<file path="src/rtl/change_dispenser_pkg.sv">
// Shared definitions for the change dispenser: denomination count, FSM encoding
// and the common mask/table types.
package change_dispenser_pkg;

    localparam int NUM_COINS         = 3;
    localparam int DEFAULT_INV_WIDTH = 8;

    typedef enum logic [1:0] {
        S_IDLE     = 2'd0,
        S_SELECT   = 2'd1,
        S_DISPENSE = 2'd2,
        S_DONE     = 2'd3
    } state_e;

    typedef logic [NUM_COINS-1:0]         coin_mask_t;
    typedef logic [NUM_COINS-1:0][31:0]   value_table_t;

endpackage

</file>
<file path="src/rtl/change_dispenser_coin_selector.sv">
// Combinational greedy pick: the highest-valued denomination that still fits the
// remaining amount and has coins in stock. Also usable for return-value estimates.
module coin_selector
    import change_dispenser_pkg::*;
(
    input  logic [NUM_COINS-1:0][31:0] value_table,
    input  logic [NUM_COINS-1:0]       avail,
    input  logic [31:0]                remaining,
    output logic                       found,
    output logic [NUM_COINS-1:0]       pick
);

    // Ascending scan, so the last qualifying index (the largest value) wins.
    always_comb begin
        found = 1'b0;
        pick  = '0;
        for (int i = 0; i < NUM_COINS; i++) begin
            if (avail[i] && (value_table[i] != 32'd0) && (value_table[i] <= remaining)) begin
                found   = 1'b1;
                pick    = '0;
                pick[i] = 1'b1;
            end
        end
    end

endmodule

</file>
<file path="src/rtl/change_dispenser.sv">
// Change payout engine: pays an amount one coin per hopper handshake, largest
// denomination first, tracking a per-denomination coin inventory.
module change_dispenser
    import change_dispenser_pkg::*;
#(
    parameter int INV_WIDTH   = DEFAULT_INV_WIDTH,
    parameter int INIT_COUNT  = 4,
    parameter int HOP_TIMEOUT = 15
) (
    input  logic                       clk,
    input  logic                       reset_n,
    input  logic [NUM_COINS-1:0][31:0] coin_value_table,
    input  logic                       req_valid,
    input  logic [31:0]                req_amount,
    output logic                       req_ready,
    input  logic [NUM_COINS-1:0]       coin_deposit,
    output logic                       dispense_valid,
    output logic [NUM_COINS-1:0]       dispense_coin,
    input  logic                       dispense_ready,
    output logic                       done,
    output logic [31:0]                shortfall,
    output logic                       fault,
    output logic [NUM_COINS-1:0]       inv_empty
);

    localparam int STALL_W = $clog2(HOP_TIMEOUT + 1);

    state_e                 state_q;
    logic [31:0]            remaining_q;
    logic [31:0]            shortfall_q;
    logic                   fault_q;
    logic                   done_q;
    logic                   valid_q;
    coin_mask_t             coin_q;
    logic [STALL_W-1:0]     stall_q;
    logic [INV_WIDTH-1:0]   inv_q [NUM_COINS];
    logic [INV_WIDTH-1:0]   inv_d [NUM_COINS];

    coin_mask_t             avail;
    coin_mask_t             take;
    coin_mask_t             pick;
    logic                   found;
    logic [31:0]            selValue;

    coin_selector u_selector (
        .value_table (coin_value_table),
        .avail       (avail),
        .remaining   (remaining_q),
        .found       (found),
        .pick        (pick)
    );

    always_comb begin
        selValue = '0;
        for (int i = 0; i < NUM_COINS; i++) begin
            avail[i] = (inv_q[i] != '0);
            if (coin_q[i]) begin
                selValue = selValue | coin_value_table[i];
            end
        end
        take = (state_q == S_DISPENSE && dispense_ready) ? coin_q : '0;
    end

    // A deposit and a take on the same denomination cancel; increments saturate.
    always_comb begin
        for (int i = 0; i < NUM_COINS; i++) begin
            inv_d[i] = inv_q[i];
            if (coin_deposit[i] && !take[i] && (inv_q[i] != '1)) begin
                inv_d[i] = inv_q[i] + 1'b1;
            end else if (take[i] && !coin_deposit[i]) begin
                inv_d[i] = inv_q[i] - 1'b1;
            end
        end
    end

    always_ff @(posedge clk) begin
        for (int i = 0; i < NUM_COINS; i++) begin
            if (!reset_n) begin
                inv_q[i] <= INV_WIDTH'(INIT_COUNT);
            end else begin
                inv_q[i] <= inv_d[i];
            end
        end
    end

    always_ff @(posedge clk) begin
        if (!reset_n) begin
            state_q     <= S_IDLE;
            remaining_q <= '0;
            shortfall_q <= '0;
            fault_q     <= 1'b0;
            done_q      <= 1'b0;
            valid_q     <= 1'b0;
            coin_q      <= '0;
            stall_q     <= '0;
        end else begin
            done_q <= 1'b0;
            case (state_q)
                S_IDLE: begin
                    if (req_valid) begin
                        remaining_q <= req_amount;
                        shortfall_q <= '0;
                        fault_q     <= 1'b0;
                        state_q     <= S_SELECT;
                    end
                end
                S_SELECT: begin
                    if ((remaining_q == 32'd0) || !found) begin
                        shortfall_q <= remaining_q;
                        done_q      <= 1'b1;
                        state_q     <= S_DONE;
                    end else begin
                        coin_q  <= pick;
                        valid_q <= 1'b1;
                        stall_q <= '0;
                        state_q <= S_DISPENSE;
                    end
                end
                S_DISPENSE: begin
                    if (dispense_ready) begin
                        remaining_q <= remaining_q - selValue;
                        valid_q     <= 1'b0;
                        coin_q      <= '0;
                        stall_q     <= '0;
                        state_q     <= S_SELECT;
                    end else if (stall_q == STALL_W'(HOP_TIMEOUT - 1)) begin
                        // Hopper stuck: the coin still on offer was never taken.
                        fault_q     <= 1'b1;
                        valid_q     <= 1'b0;
                        coin_q      <= '0;
                        stall_q     <= '0;
                        shortfall_q <= remaining_q;
                        done_q      <= 1'b1;
                        state_q     <= S_DONE;
                    end else begin
                        stall_q <= stall_q + 1'b1;
                    end
                end
                S_DONE: begin
                    state_q <= S_IDLE;
                end
                default: begin
                    state_q <= S_IDLE;
                end
            endcase
        end
    end

    assign req_ready      = (state_q == S_IDLE);
    assign dispense_valid = valid_q;
    assign dispense_coin  = coin_q;
    assign done           = done_q;
    assign shortfall      = shortfall_q;
    assign fault          = fault_q;
    assign inv_empty      = ~avail;

endmodule

</file>
<file path="config.mk">
export PLATFORM = sky130hd
export DESIGN_NAME = change_dispenser
export DESIGN_NICKNAME = d
export VERILOG_FILES = /design/src/rtl/change_dispenser_pkg.sv /design/src/rtl/change_dispenser_coin_selector.sv /design/src/rtl/change_dispenser.sv
export SDC_FILE = /design/constraint.sdc
export NUM_CORES = 1
export LEC_CHECK = 0
export ABC_AREA = 1
export BUFFER_PORTS_ARGS = -buffer_cell sky130_fd_sc_hd__buf_4
export CAP_MARGIN = 20
export CORE_ASPECT_RATIO = 0.6
export CORE_MARGIN = 3
export CORE_UTILIZATION = 58
export CTS_CLUSTER_DIAMETER = 100
export DETAILED_ROUTE_END_ITERATION = 8
export GPL_ROUTABILITY_DRIVEN = 0
export HOLD_SLACK_MARGIN = 0.06
export PLACE_DENSITY = 0.82
export SYNTH_ARGS = -nofsm -noshare
export SYNTH_HDL_FRONTEND = slang
export SYNTH_SLANG_ARGS = --single-unit
</file>
<file path="constraint.sdc">
create_clock -name clk -period 3.6 [get_ports clk]
set_input_delay 0.72 -clock clk [delete_from_list [all_inputs] [get_ports clk]]
set_output_delay 0.72 -clock clk [all_outputs]
set_load 0.005 [all_outputs]
</file>
# --- Yosys cells after proc, flatten, opt, wreduce, memory -nomap -nowiden ---
# Memories as Yosys holds them, arrays and structs flattened.
# Index checks and enable logic that the tools add are counted.
word_totals:
  mem_count: 1
  ram_bits: 24
  ff_bits: 76
  output_inout_bits: 42
mem_list:
  columns: ["name", "depth", "word_bits", "rd", "rd_clocked_by_memory_dff", "write_ports", "line_no", "rtl"]
  rows:
  - ["inv_q", 3, 8, 3, 0, 3, "change_dispenser.sv:36", "logic [INV_WIDTH-1:0] inv_q [NUM_COINS];"]
classes:
  add_sub_neg: 8
  reduce_logical: 41
  mux: 54
  bitwise: 6
  eq_ne: 14
  n_lt_le_gt_ge: 3
op_table:
  columns: ["op", "count"]
  rows:
  - ["$mux W32", 9]
  - ["$le A32 B32 Y1", 3]
  - ["$pmux W32 S3", 1]
  - ["$reduce_bool A32 Y1", 3]
  - ["$mux W8", 9]
  - ["$or A32 B32 Y32", 2]
  - ["$pmux W32 S2", 1]
  - ["$logic_not A32 Y1", 1]
  - ["$sub A32 B32 Y32", 1]
  - ["$add A8 B1 Y8 const B", 3]
  - ["$ne A8 B8 Y1 const B", 3]
  - ["$reduce_bool A8 Y1", 3]
  - ["$sub A8 B1 Y8 const B", 3]
  - ["$logic_and A1 B1 Y1", 16]
  - ["$mux W1", 16]
  - ["$mux W3", 5]
  - ["$mux W4", 3]
  - ["$ne A2 B2 Y1 const B", 5]
  - ["$mux W2", 4]
  - ["$pmux W2 S4", 1]
  - ["$pmux W4 S2", 1]
  - ["$logic_not A1 Y1", 7]
  - ["$pmux W1 S2", 3]
  - ["$pmux W3 S2", 1]
  - ["other kinds (16)", 22]

# --- Depth between registers and ports, before layout ---
# Gate-level depths: netlist of the first run.
# An unclocked memory read counts as a cell.
depth:
  ltp_word: 11
  depth_mapped: 22
  mapped_depth_nobuf: 21

# --- Modules after synthesis ---
# Synthesis of the first run repeated with hierarchy kept, for this count alone.
unflattened:
  cells_unflattened: 1686
  area_unflattened_um2: 10911.7
by_module_without_submodules:
  columns: ["mod", "instances", "cells_each", "seq_area_each_um2", "area_each_um2"]
  rows:
  - ["change_dispenser", 1, 1288, 2001.9, 8315.5]
  - ["coin_selector", 1, 398, 0.0, 2596.2]

# --- Least setup slack after synthesis of the first run ---
# OpenSTA, ideal clock, no wires.
synth_path:
  path_kind: "register to register"
  startpoint: "register state_q[0]"
  endpoint: "memory inv_q[2][7] (netlist name)"
  setup_ns: 0.117
  setup_slack_ns: 0.700
  period_less_slack_ns: 2.900
  t_arrival_ns: 2.783
  path_stages_with_launch: 22
  path_cell_list: "dfxtp_1 -> inv_1 -> ha_1 -> buf_2 -> nand2_1 -> nor2_1 -> nor3_1 -> inv_1 -> ha_1 -> a21oi_1 -> nand2_1 -> nand2_1 -> nand2_1 -> a21o_1 -> nand2_1 -> nand2_1 -> a21oi_1 -> inv_1 -> nand2_1 -> nand3_1 -> o21ai_1 -> a21oi_1"
synth_rtl:
  columns: ["item", "line_no", "rtl"]
  rows:
  - ["start, declared", "change_dispenser.sv:28", "state_e state_q;"]
  - ["start signal, assigned", "change_dispenser.sv:88", "state_q <= S_IDLE;"]
  - ["start signal, assigned", "change_dispenser.sv:104", "state_q <= S_SELECT;"]
  - ["start signal, assigned", "change_dispenser.sv:111", "state_q <= S_DONE;"]
  - ["end, declared", "change_dispenser.sv:36", null]

==> impl_metrics.ini, run 1 <==
[setup_path]
startpoint_type = flop
max_stage_delay_ps = 400
r2r-start = state_q[0]
crit_slowest_cell = dfxtp_1
timing.rr.end = inv_q[0][7]
path_cells = inv_1 -> ha_1 -> nand2_1 -> o21ai_0 -> a21oi_1 -> inv_1 -> ha_1 -> a21oi_1 -> nand2_1 -> nand2_1 -> nand2_1 -> a21o_1 -> nand2_1 -> nand2_1 -> a21oi_1 -> inv_1 -> nand2_1 -> nand3_1 -> o21ai_1 -> a21oi_1
crit_type = flop to flop
critPathMaxFanout = 9
crit_path_end_kind = flop
arrival_ps = 3430
rr_worst_depth = 20
r2r_slack_ps = 420
crit_top_cell = nand2_1
required_ps = 3850

[floorplanning]
die_h_um = 108.8
design.core.area_mm2 = 0.01676
die-area_mm2 = 0.01930
ios = 177
num_rows = 36
initial_core_util_pct = 60.99
die_w_um = 177.4

[finish]
n_antenna_cell = 0
area_growth_pct = 17.56
drive_above_1_share_pct = 19.15
post-route-util_pct = 71.70
multi_input_area_mm2 = 0.007308
seq_area_mm2 = 0.002002
fillers = 1411
nNetsFinal = 1940

[timing]
max_slew_margin_pct = 52.13
finalCritPeriodShare_pct = 88.35
tns_ps = 0
fin_crit_ps = 3181
hold_viol_final = 0
slew_viol_final = 0
fin_worst_skew_ps = 6.089
timing.fmax_mhz = 314.4
worstMarginPinSlew_ps = 711.5
rsz0062_at_grt = no
setup_viol = 0

[drt]
dr.pass1.iters = 7
wirelength_um = 34760
wl_per_cell_um = 18.46
drt_iter0_drc = 1236
viasPerCell = 6.116
final_antenna_net_count = 0
route.detailed.drc = 0
vias = 11517

[synth]
ys_top_cells_by_area = dfxtp_1 20%, ha_1 18%, nand2_1 9.8%
synth_compound_area_share_pct = 24.13
ys_types = 54
yosysWarnings = 0
ys_async_sr_fraction_pct = 0
yosysTopAreaCell = dfxtp_1
synthSimpleGateAreaFrac_pct = 25.32
ys_top_cells_by_count = 267 x nand2_1, 191 x a21oi_1, 151 x ha_1, 138 x inv_1, 137 x nor2_1
synth.most_common_cell = nand2_1
synth_edf_count = 0
ys_seq_area_share_pct = 19.59
synthAdderAreaFrac_pct = 19.27
synthMuxAreaShare_pct = 0
synth_top_family_by_area = simple AND/OR/NAND/NOR gates
postSynthAreaPerCell_um2 = 6.841
synthDominantCellAreaShare_pct = 19.59
ys.flop_type = dfxtp_1
synthesis.nets = 1784
syn_inst = 1494
syn-cell-area_mm2 = 0.01022
synth-xor-area-share_pct = 2.657
synth-seq-cells = 100

[pwr]
peakVddDrop_mv = 0.4169
power.density_mw_per_mm2 = 770.2
power.internal_mw = 4.374
clockPowerShare_pct = 11.8
p_sw_share_pct = 52.73
p_leak_nw = 5.639
power.switching_mw = 4.879
comb_power_share_pct = 69.3
seqPwrFrac_pct = 18.9

[global_route]
grt_pass1_wl_um = 53970
grt_pass1_vias = 10455
grt_max_degree = 65
grt_usage_pct = 35.47
antenna_found_initial = 2
globalRouteOverflowTotal = 0

[clock_tree]
clock_path_buffers = 2
clkSinkCount = 100
cts-root-buf = clkbuf_16
tritoncts = yes
clk_pin_slew_worst_paths_ps = 80
cts_buffers = 9
insertion_delay_ps = 360
postCtsHoldBufs = 0
h-tree-depth = 3

[min_path]
hold_start = inv_q[0][3]
hold_depth = 2
hold_class = flop to flop
min_to = inv_q[0][3]

[job]
cap_viol_max_count = 0

[run_status]
outcome = finished, final reports clean

[place]
port_buffers = 176
place.detailed.hpwl_um = 27600
layer usage:
metal  track usage [%]  share of wire, %
met5                 0             0.081
met4             9.015               2.5
met3             12.77                14
met2             50.16                39
met1             50.86                44
kinds of logic (layout without fill, tap and decap cells):
logic type	after synthesis	in the layout
AOI/OAI and AO/OA	407	407
xor gates and xnor gates	31	31
adders and majority gates	155	155
buffers and inverters	216	377
DFF	100	100
and+or+nand+nor	585	585
power by group through the flow:
| stage | logic (mW) | registers (mW) | clock network, mW |
|---|---|---|---|
| 3_5_place_dp | 6.15 | 1.76 | 0 |
| 2_1_floorplan | 4.51 | 1.68 | 0 |
| 6_report | 6.41 | 1.75 | 1.09 |
| 4_1_cts | 6.22 | 1.73 | 1.09 |
| 5_1_grt | 7.06 | 1.78 | 1.12 |
| 3_3_place_gp | 6.01 | 1.74 | 0 |
area by class of cell:
class	count	share of cell area, %
clock buffers	9	1.875
inverters	165	5.155
repair buffers	196	12.35
well taps	228	2.375
flip-flops and latches	100	16.66
clock inverters	7	0.7498
multi-input cells	1178	60.83
critical path: cells and delay by family (launching register included):
family / cells / cell delay, ps
compound gates: 7 / 1070
simple gates: 8 / 640
buf+inv: 3 / 350
fa+ha+maj: 2 / 610
flops: 1 / 400
placed cells by master (no fill, tap or decap), types with 8 or more instances in the layout:
cell type / netlist / final
inv_1: 138 / 137
a21oi_1: 191 / 191
xor2_1: 16 / 16
nand4_1: 37 / 37
nor3_1: 16 / 15
inv_2: 27 / 27
a21oi_2: 61 / 61
xnor2_1: 15 / 15
o21ai_1: 23 / 23
nand2_1: 267 / 266
buf_4: 3 / 195
o21a_1: 9 / 9
nor2_1: 137 / 137
a21o_1: 12 / 12
o22ai_1: 8 / 8
dfxtp_1: 100 / 100
a22o_1: 15 / 15
clkbuf_16: 0 / 9
ha_1: 151 / 151
o21ai_0: 60 / 60
nand3_1: 82 / 82
nor4_1: 26 / 26
timing repair:
action | CTS | global route
setup buffers | 0 | 0
endpoints found under the setup margin | 0 | 1
resized for setup | 0 | 1
worst max-delay path by stage:
stage,endpoint,startpoint,slack [ps],cells past startpoint
floorplan,inv_q[2][7],state_q[0],700,21
global placement,inv_q[2][7],dispense_ready,310,19
detailed placement,inv_q[2][7],dispense_ready,210,19
CTS,inv_q[2][7],state_q[0],380,20
global route,inv_q[2][7],state_q[0],110,20
finish,inv_q[0][7],state_q[0],420,20
stage by stage:
stage	hold WS, ps	total power [mW]	setup slack (ps)	std cells	cell area [um^2]
final	492.3	9.253	419.3	1883	12010
after detailed placement	482.7	7.909	214.5	1867	11690
after global routing	516.6	9.956	109.5	1883	12010
after CTS	494.8	9.041	375.1	1883	12010
after floorplan	455.4	6.191	699.6	1494	10220
after global placement	473.6	7.751	313.6	1867	11690
flip-flops by register name, summed over array words and instances (netlist names):
signal and flops:
remaining_q 32, inv_q 24, shortfall 32, state_q 2, dispense_valid 1, stall_q 4, done 1, dispense_coin 3
fault 1
Note: power is estimated with default switching activity, not from simulation.
==> run 2, diff against run 1 <==
--- a/config.mk
+++ b/config.mk
@@ -8,12 +8,11 @@
 export ABC_AREA = 1
 export BUFFER_PORTS_ARGS = -buffer_cell sky130_fd_sc_hd__buf_4
 export CAP_MARGIN = 20
-export CORE_ASPECT_RATIO = 0.6
+export CORE_ASPECT_RATIO = 0.5
 export CORE_MARGIN = 3
 export CORE_UTILIZATION = 58
 export CTS_CLUSTER_DIAMETER = 100
 export DETAILED_ROUTE_END_ITERATION = 8
-export GPL_ROUTABILITY_DRIVEN = 0
 export HOLD_SLACK_MARGIN = 0.06
 export PLACE_DENSITY = 0.82
 export SYNTH_ARGS = -nofsm -noshare
==> impl_metrics.ini, run 2 (synthesis gave the netlist of run 1 again) <==
[run_status]
outcome = finished, final reports clean

[floorplanning]
die_w_um = 193.7
initial_core_util_pct = 60.81
design.core.area_mm2 = 0.01680
num_rows = 33
die-area_mm2 = 0.01935
ios = 177
die_h_um = 99.87

[drt]
wirelength_um = 34790
route.detailed.drc = 0
drt_iter0_drc = 1177
wl_per_cell_um = 18.50
viasPerCell = 6.041
final_antenna_net_count = 0
vias = 11357
dr.pass1.iters = 6

[place]
gp_congestion = 1.021
place.detailed.hpwl_um = 28060
dp_cells = 1864
port_buffers = 176

[setup_path]
crit_type = flop to flop
crit_path_end_kind = flop
startpoint_type = flop
required_ps = 3800
arrival_ps = 3460
critPathMaxFanout = 17

[pwr]
power.internal_mw = 4.358
power.switching_mw = 4.854
clockPowerShare_pct = 11.3
p_leak_nw = 5.637
power.density_mw_per_mm2 = 767.3
seqPwrFrac_pct = 19.1
p_sw_share_pct = 52.69
comb_power_share_pct = 69.6
peakVddDrop_mv = 0.5210

[timing]
rsz0062_at_grt = no
fin_crit_ps = 3263
setup_viol = 0
hold_viol_final = 0
max_slew_margin_pct = 27.35
finalCritPeriodShare_pct = 90.63
slew_viol_final = 0
worstMarginPinSlew_ps = 1089
timing.fmax_mhz = 306.5
fin_worst_skew_ps = 12.47
tns_ps = 0

[clock_tree]
insertion_delay_ps = 360
clk_pin_slew_worst_paths_ps = 80
cts_buffers = 9
tritoncts = yes
clkSinkCount = 100
cts_resized = 0
h-tree-depth = 3
cts-root-buf = clkbuf_16
clock_path_buffers = 2
postCtsSetupRepairBufs = 0
postCtsHoldBufs = 0

[finish]
area_growth_pct = 17.47
drive_above_1_share_pct = 19.00
final_cell_mix = 266 x nand2_1, 191 x a21oi_1, 191 x buf_4
fin_cells = 1880
final_common_cell = nand2_1
multi_input_area_mm2 = 0.007303
seq_area_mm2 = 0.002002
nNetsFinal = 1938
fillers = 1422
n_antenna_cell = 0
post-route-util_pct = 71.44

[global_route]
grt_pass1_vias = 10996
grt_usage_pct = 35.37
globalRouteOverflowTotal = 0
grt_max_degree = 65
grt_pass1_wl_um = 55510
antenna_found_initial = 1

[job]
cap_viol_max_count = 0

[min_path]
hold_class = flop to flop
[run 2: final cells by class]
class	instances	share of cell area, %
clock buffer	9	1.876
multi-input combinational	1178	60.83
inverter	165	5.159
tap	227	2.366
sequential	100	16.68
timing repair buffer	194	12.44
clock inverter	7	0.6462
[run 2: metrics by stage]
step	total power [mW]	hold slack [ps]	setup slack, ps	area (um^2)
floorplan	6.191	455.4	699.6	10220
global placement	7.794	452.4	331.8	11700
detailed placement	7.946	458.2	237.6	11700
CTS	9.029	469.9	387.5	12010
global route	10.01	496.7	26.98	12010
finish	9.212	469.4	337.3	12010
[run 2: path summary, 6_finish.rpt]
kind                                       start               to  slack (ps)  cells past startpoint
worst max-delay path            dispense_coin[0]  remaining_q[26]         340                     12
worst min-delay path                       fault            fault         470                      2
worst max register to register  dispense_coin[0]  remaining_q[26]         340                     12
worst min register to register             fault            fault         470                      2
[run 2: worst max-delay path: stages (launching register included)]
cell	delay, ps
dfxtp_1	580
inv_2	270
o22ai_1	270
a21oi_1	90
ha_1	390
a21oi_1	350
o21ai_0	190
a21oi_1	150
nand3_1	250
a21oi_1	260
xnor2_1	90
o21ai_1	120
a21oi_1	80
[run 2: layer usage]
metal	GRT usage, %	wire (um)	vias to the layer above
met5	0	8	-
met4	9.661	778	2
met3	7.713	3643	87
met2	58.35	15300	552
met1	47.35	15050	5248
li1	-	-	5468
[run 2: power groups by stage]
stage,Sequential (mW),Clock (mW),Combinational (mW)
2_1_floorplan,1.68,0,4.51
3_3_place_gp,1.76,0,6.04
3_5_place_dp,1.77,0,6.18
4_1_cts,1.75,1.04,6.24
5_1_grt,1.79,1.08,7.14
6_report,1.76,1.04,6.41
